$ cat src/rtl/clk_div_prog.sv
// Programmable integer clock divider with a registered, glitch-free output.
// The divide ratio is latched only at period start, and stopping waits for the period boundary.
module clk_div_prog #(
    parameter int unsigned WIDTH = 4
) (
    input  logic             CLK,
    input  logic             RST,
    input  logic             EN,
    input  logic [WIDTH-1:0] DIV,
    output logic             O,
    output logic             TICK,
    output logic             BUSY,
    output logic [WIDTH-1:0] CNT
);

    localparam int unsigned MIN_RATIO = 2;

    typedef enum logic {
        IDLE = 1'b0,
        RUN  = 1'b1
    } state_t;

    state_t           state_q, state_d;
    logic [WIDTH-1:0] cnt_q, cnt_d;
    logic [WIDTH-1:0] ratio_q, ratio_d;
    logic             o_q, o_d;
    logic             tick_q, tick_d;
    logic             busy_q, busy_d;

    logic [WIDTH-1:0] div_sat_c;
    logic [WIDTH-1:0] half_c;
    logic [WIDTH-1:0] cnt_inc_c;
    logic             last_c;

    // Ratios 0 and 1 collapse to the minimum legal ratio.
    assign div_sat_c = (DIV < WIDTH'(MIN_RATIO)) ? WIDTH'(MIN_RATIO) : DIV;
    assign half_c    = ratio_q >> 1;
    assign cnt_inc_c = cnt_q + WIDTH'(1);
    assign last_c    = (cnt_q == ratio_q - WIDTH'(1));

    always_comb begin
        state_d = state_q;
        cnt_d   = cnt_q;
        ratio_d = ratio_q;
        o_d     = o_q;
        tick_d  = 1'b0;

        if (state_q == IDLE) begin
            cnt_d = '0;
            o_d   = 1'b0;
            if (EN) begin
                state_d = RUN;
                o_d     = 1'b1;
                tick_d  = 1'b1;
                ratio_d = div_sat_c;
            end
        end else begin
            if (!last_c) begin
                cnt_d = cnt_inc_c;
                o_d   = (cnt_inc_c < half_c);
            end else if (EN) begin
                cnt_d   = '0;
                o_d     = 1'b1;
                tick_d  = 1'b1;
                ratio_d = div_sat_c;
            end else begin
                // Full period done and no run request: park without a runt pulse.
                state_d = IDLE;
                cnt_d   = '0;
                o_d     = 1'b0;
            end
        end

        busy_d = (state_d == RUN);
    end

    always_ff @(posedge CLK) begin
        if (RST) begin
            state_q <= IDLE;
            cnt_q   <= '0;
            ratio_q <= WIDTH'(MIN_RATIO);
            o_q     <= 1'b0;
            tick_q  <= 1'b0;
            busy_q  <= 1'b0;
        end else begin
            state_q <= state_d;
            cnt_q   <= cnt_d;
            ratio_q <= ratio_d;
            o_q     <= o_d;
            tick_q  <= tick_d;
            busy_q  <= busy_d;
        end
    end

    assign O    = o_q;
    assign TICK = tick_q;
    assign BUSY = busy_q;
    assign CNT  = cnt_q;

endmodule

$ cat config.mk
export PLATFORM = sky130hd
export DESIGN_NAME = clk_div_prog
export DESIGN_NICKNAME = d
export VERILOG_FILES = /design/src/rtl/clk_div_prog.sv
export SDC_FILE = /design/constraint.sdc
export NUM_CORES = 1
export LEC_CHECK = 0
export BUFFER_PORTS_ARGS = -buffer_cell sky130_fd_sc_hd__buf_4
export CAP_MARGIN = 20
export CORE_MARGIN = 8
export CORE_UTILIZATION = 25
export CTS_CLUSTER_DIAMETER = 40
export DETAILED_ROUTE_END_ITERATION = 8
export GPL_TIMING_DRIVEN = 1
export PLACE_DENSITY_LB_ADDON = 0.2
export SYNTH_ARGS = -nofsm -noshare
export SYNTH_HDL_FRONTEND = slang
export SYNTH_SLANG_ARGS = --single-unit
$ cat constraint.sdc
create_clock -name CLK -period 1.5 [get_ports CLK]
set_input_delay 0.15 -clock CLK [delete_from_list [all_inputs] [get_ports CLK]]
set_output_delay 0.15 -clock CLK [all_outputs]
set_load 0.01 [all_outputs]
* Word level (Yosys, flattened, before mapping)
Cells that the tools add are included.
Operators by class: add/sub/neg operators 2, order comparisons 2, eq/ne operators 2, muxes and demuxes 11, bitwise gates (word level) 1, reduce and logical (&&, ||, !) cells 1
Operators by type and width (count):
- 2-to-1 mux 4 bit | 4
- 2-to-1 mux 1 bit | 7
- adder 4 x 1 -> 4 bit (second input constant) | 1
- equality test 4 bit | 1
- less-than comparator 4 x 2 -> 1 bit (second input constant) | 1
- less-than comparator 4 x 3 -> 1 bit | 1
- subtractor 4 x 1 -> 4 bit (second input constant) | 1
- OR reduction 3 bit | 1
- inequality test 2 x 1 -> 1 bit (second input constant) | 1
- NOT 1 bit | 1
Word-level totals: register bits after elaboration 11, input bits 7, output and inout port bits 7, logic and storage cells 24

* Logic depth before layout (Yosys ltp)
depth after elaboration 5, mapped depth 6, mapped depth without buffers 6

* Worst setup path before layout
OpenSTA, ideal clock, no wires.
path type flip-flop to flip-flop, from reg ratio_q[0], to reg ratio_q[0], library setup time 72 ps, arrival 1515 ps, data required time 1428 ps, path slack -86 ps, cell stages (with the launch flop) 7, buffers on the path 0, period minus slack after synthesis 1586 ps, cell sequence dfxtp_1 -> inv_1 -> ha_1 -> xnor3_1 -> and2_4 -> a31oi_4 -> mux2i_1
Between the ends: word-level cells in the longest chain between the ends 3, elaborated cells on any way between the ends 6, classes of those cells 1 x add/sub; 2 x eq/ne; 3 x mux
RTL lines:
- start: declaration | RTL line 25 | logic [WIDTH-1:0] ratio_q, ratio_d;
- start signal: assignment | RTL line 81 | ratio_q <= WIDTH'(MIN_RATIO);
- start signal: assignment | RTL line 88 | ratio_q <= ratio_d;
- subtractor 4 x 1 -> 4 bit / 2-to-1 mux 4 bit (equally long branches)
- equality test 4 bit / 2-to-1 mux 4 bit (equally long branches)
- inequality test 2 x 1 -> 1 bit (no source line) / 2-to-1 mux 4 bit (equally long branches)
Several ways; a longest one is shown, not always the timed one. The select of a mux whose other input is x is not followed. A chain may end at the register's enable or synchronous reset.

* Worst setup path after layout
from reg ratio_q[0], to reg o_q, in the netlist O
Between the ends: word-level cells in the longest chain between the ends 4
RTL lines:
- subtractor 4 x 1 -> 4 bit | RTL line 39 | assign last_c = (cnt_q == ratio_q - WIDTH'(1));
- equality test 4 bit | RTL line 39
- 2-to-1 mux 1 bit | RTL line 58 | if (!last_c) begin
- 2-to-1 mux 1 bit | RTL line 48 | if (state_q == IDLE) begin
- end signal: assignment | RTL line 82 | o_q <= 1'b0;
- end signal: assignment | RTL line 89 | o_q <= o_d;
- end: declaration | RTL line 26 | logic o_q, o_d;
No other way between the ends.

==> flow_summary_export.csv <==
group,metric,value,unit
status,status,"finished, violations left",
status,failed_checks,"setup timing",
sta,relSlewSlack,0.786,
drt,drt_pre_antenna_iters,4,
floorplanning,ioPinCount,14,
power,p_switching,0.231,mW
grt,grt_pass1_vias,582,
synthesis,synthesis.instances,63,
sta,fin_crit,1.54,ns
sta,finalHoldViolCount,0,
placed_design,hpwl,1090,um
power,comb_power_share,0.311,
floorplanning,dieArea,0.00421,mm2
sta,setup_tns,-0.0762,ns
sta,min_period_over_period,1.02,
sta,tightest_slew,0.317,ns
cts,cts_buffers,3,
placed_design,gp_congestion,0.705,
floorplanning,core,0.00223,mm2
drt,drt-vias-per-instance,4.47,
cts,clockRootBuffer,"clkbuf_4",
power,power_density,862,mW/mm2
cts,clk_latency,0.28,ns
drt,drc,0,
cts,ctsLongestPathBuffers,2,
placed_design,portBuffers,13,
drt,wl_per_cell,13.4,um
sta,fmax,651,MHz
layout,drive_gt1_frac,0.473,
critical_path,crit_required,1.64,ns
power,pwr-share-clk,0.268,
placed_design,placed_area,792,um2
placed_design,dp_cells,112,
power,p_seq_frac,0.421,
synthesis,synth.cell_area,598,um2
floorplanning,rows,17,
hold_path,hold_path.class,"primary input to register",
drt,drt-initial-drc-count,11,
power,switching_share,0.298,
grt,overflow,0,
critical_path,setup.worst_path.class,"register to register",
cts,h-tree-depth,1,
critical_path,path_max_fanout,2,
critical_path,cp.arrival,1.68,ns
critical_path,crit_chain,"inv_1 > ha_4 > xor2_2 > nand3_1 > o211ai_1 > buf_4 > o22ai_2",
sta,fin_ws,-0.0371,ns
sta,setup_violations,7,
grt,grtUsageTotal,0.0784,
critical_path,reg2regPathDepth,7,
critical_path,cp-end-kind,"register",
synthesis,ys_types,23,
layout,nets,103,
critical_path,max_stage_delay,0.33,ns
floorplanning,dieWidth,64.9,um
sta,drv_slew,0,
grt,grt_pass1_wl,2490,um
synthesis,syn_nets,74,
power,power.leakage,0.403,nW
grt,antenna_found_initial,0,
critical_path,startpoint_type,"register",
power,cellInternalPower,0.545,mW
synthesis,yosysSeqAreaShare,0.368,
cts,clk_pin_slew,0.08,ns
synthesis,syn_area_per_cell,9.49,um2
floorplanning,die_h,64.9,um
layout,area_growth,50.4,%
hold_path,hold_depth,2,
cts,cts_tree,"yes",
cts,holdBufCountCts,0,
layout,fin_area,900,um2
layout,final_cells,119,
sta,clock_skew,0.0143,ns
sta,rsz0062_at_grt,"yes",
floorplanning,start_util,0.268,
layout,antenna_cells,0,
flow_run,cap_violations,0,
layout,final_core_util,0.403,
drt,routed_wl,1600,um
critical_path,crit_slowest_cell,"dfxtp_2",
drt,ant_nets,0,
synthesis,synth_seq_cells,11,
grt,grt_start_max_net_pins,8,
placed_design,dp_slack,-0.0487,ns
power,ir_drop,0.000403,V
cts,cts.sinks,11,
synthesis,ys_warn_count,0,
drt,vias,532,
-- path summary, 6_finish.rpt --
kind / start / end / slack [ns]
setup / recovery: ratio_q[0] / O / -0.04
hold / removal: RST / TICK / 0.09
setup reg to reg: ratio_q[0] / O / -0.04
hold reg to reg: ratio_q[3] / ratio_q[3] / 0.51
-- cells in the final DEF (no fill, tap or decap) --
master	n
buf_4	24
dfxtp_1	7
inv_1	6
nor2_1	5
nand2_1	5
mux2i_1	4
dfxtp_2	3
xor2_1	3
ha_1	3
clkbuf_4	3
xnor2_1	2
xor2_2	2
nand3_1	2
nor2_2	2
and2_4	2
inv_2	1
nor3_4	1
xnor3_1	1
o211ai_1	1
nor2b_1	1
a31o_4	1
a31oi_4	1
a21boi_0	1
o21ai_1	1
nand3b_1	1
o22ai_2	1
o21ai_0	1
a21oi_1	1
nor3_1	1
o311ai_0	1
ha_4	1
clkbuf_1	1
dfxtp_4	1
-- cells in the mapped netlist --
cell | number | area [um2]
inv_1 | 7 | 26.3
nor2b_1 | 1 | 6.26
ha_1 | 4 | 50.1
xnor3_1 | 1 | 22.5
a31o_4 | 1 | 17.5
mux2i_1 | 4 | 40.0
a21oi_1 | 1 | 5.00
o211ai_1 | 1 | 7.51
nand3b_1 | 1 | 7.51
and2_1 | 1 | 6.26
and2_4 | 1 | 8.76
o22ai_1 | 1 | 6.26
xnor2_1 | 2 | 17.5
a21boi_0 | 1 | 7.51
nor3_1 | 2 | 10.0
nand3_1 | 2 | 10.0
o21ai_0 | 2 | 10.0
nand2_1 | 5 | 18.8
xor2_1 | 5 | 43.8
dfxtp_1 | 11 | 220
nor2_1 | 7 | 26.3
o311ai_0 | 1 | 8.76
a31oi_4 | 1 | 21.3
-- per-layer routing --
| layer | GRT usage | part of all wire |
|---|---|---|
| met4 | 0.0572 | 0.023 |
| met3 | 0.0395 | 0.039 |
| met5 | 0 | 0 |
| met1 | 0.0793 | 0.43 |
| met2 | 0.123 | 0.51 |
-- per-stage QoR --
step                      total power, mW  hold WS (ns)
after floorplan                     0.450         0.219
after global placement              0.530         0.367
after detailed placement            0.529         0.368
after CTS                           0.755        0.0629
after global routing                0.835        0.0771
final                               0.776        0.0862
-- flip-flops by register name (all words and copies together) (netlist names) --
name and cells:
BUSY 1, CNT 4, O 1, TICK 1, ratio_q 4
-- critical path: cells and delay by family (launching register included) --
kind / cells / cell delay [ns]
simple gates: 1 / 0.10
fa+ha+maj: 1 / 0.28
buf+inv: 2 / 0.23
xor+xnor: 1 / 0.13
flops: 1 / 0.33
compound gates: 2 / 0.33
-- timing repair --
action                     CTS  global route
gates resized for setup      7             8
buffers inserted             1             2
cloned                       0             0
setup endpoints to repair    9             9
pin swaps                    8             6
-- power by group through the flow --
stage                     registers (mW)  clock network, mW  logic (mW)
final                              0.327              0.208       0.241
after detailed placement           0.332                  0       0.197
after floorplan                    0.338                  0       0.112
after CTS                          0.326              0.220       0.209
after global placement             0.332                  0       0.198
after global routing               0.330              0.240       0.265
-- logic make-up after synthesis --
kind of cell	count (synthesis)	synth area share
AO/OA/AOI/OAI	9	0.140
XOR/XNOR	8	0.140
buffers and inverters	7	0.0439
flip-flops	11	0.368
adder cells (fa/ha/maj)	4	0.0837
AND/OR/NAND/NOR	20	0.157
multiplexers	4	0.0669
-- area by class of cell --
cell class	count	area [um2]
Inverter	7	26.3
Multi-Input combinational cell	45	404
Fill cell	239	1330
Clock buffer	4	26.3
Timing Repair Buffer	24	180
Tap cell	28	35.0
Sequential cell	11	228
No activity file was read; power rests on OpenSTA's default activity.
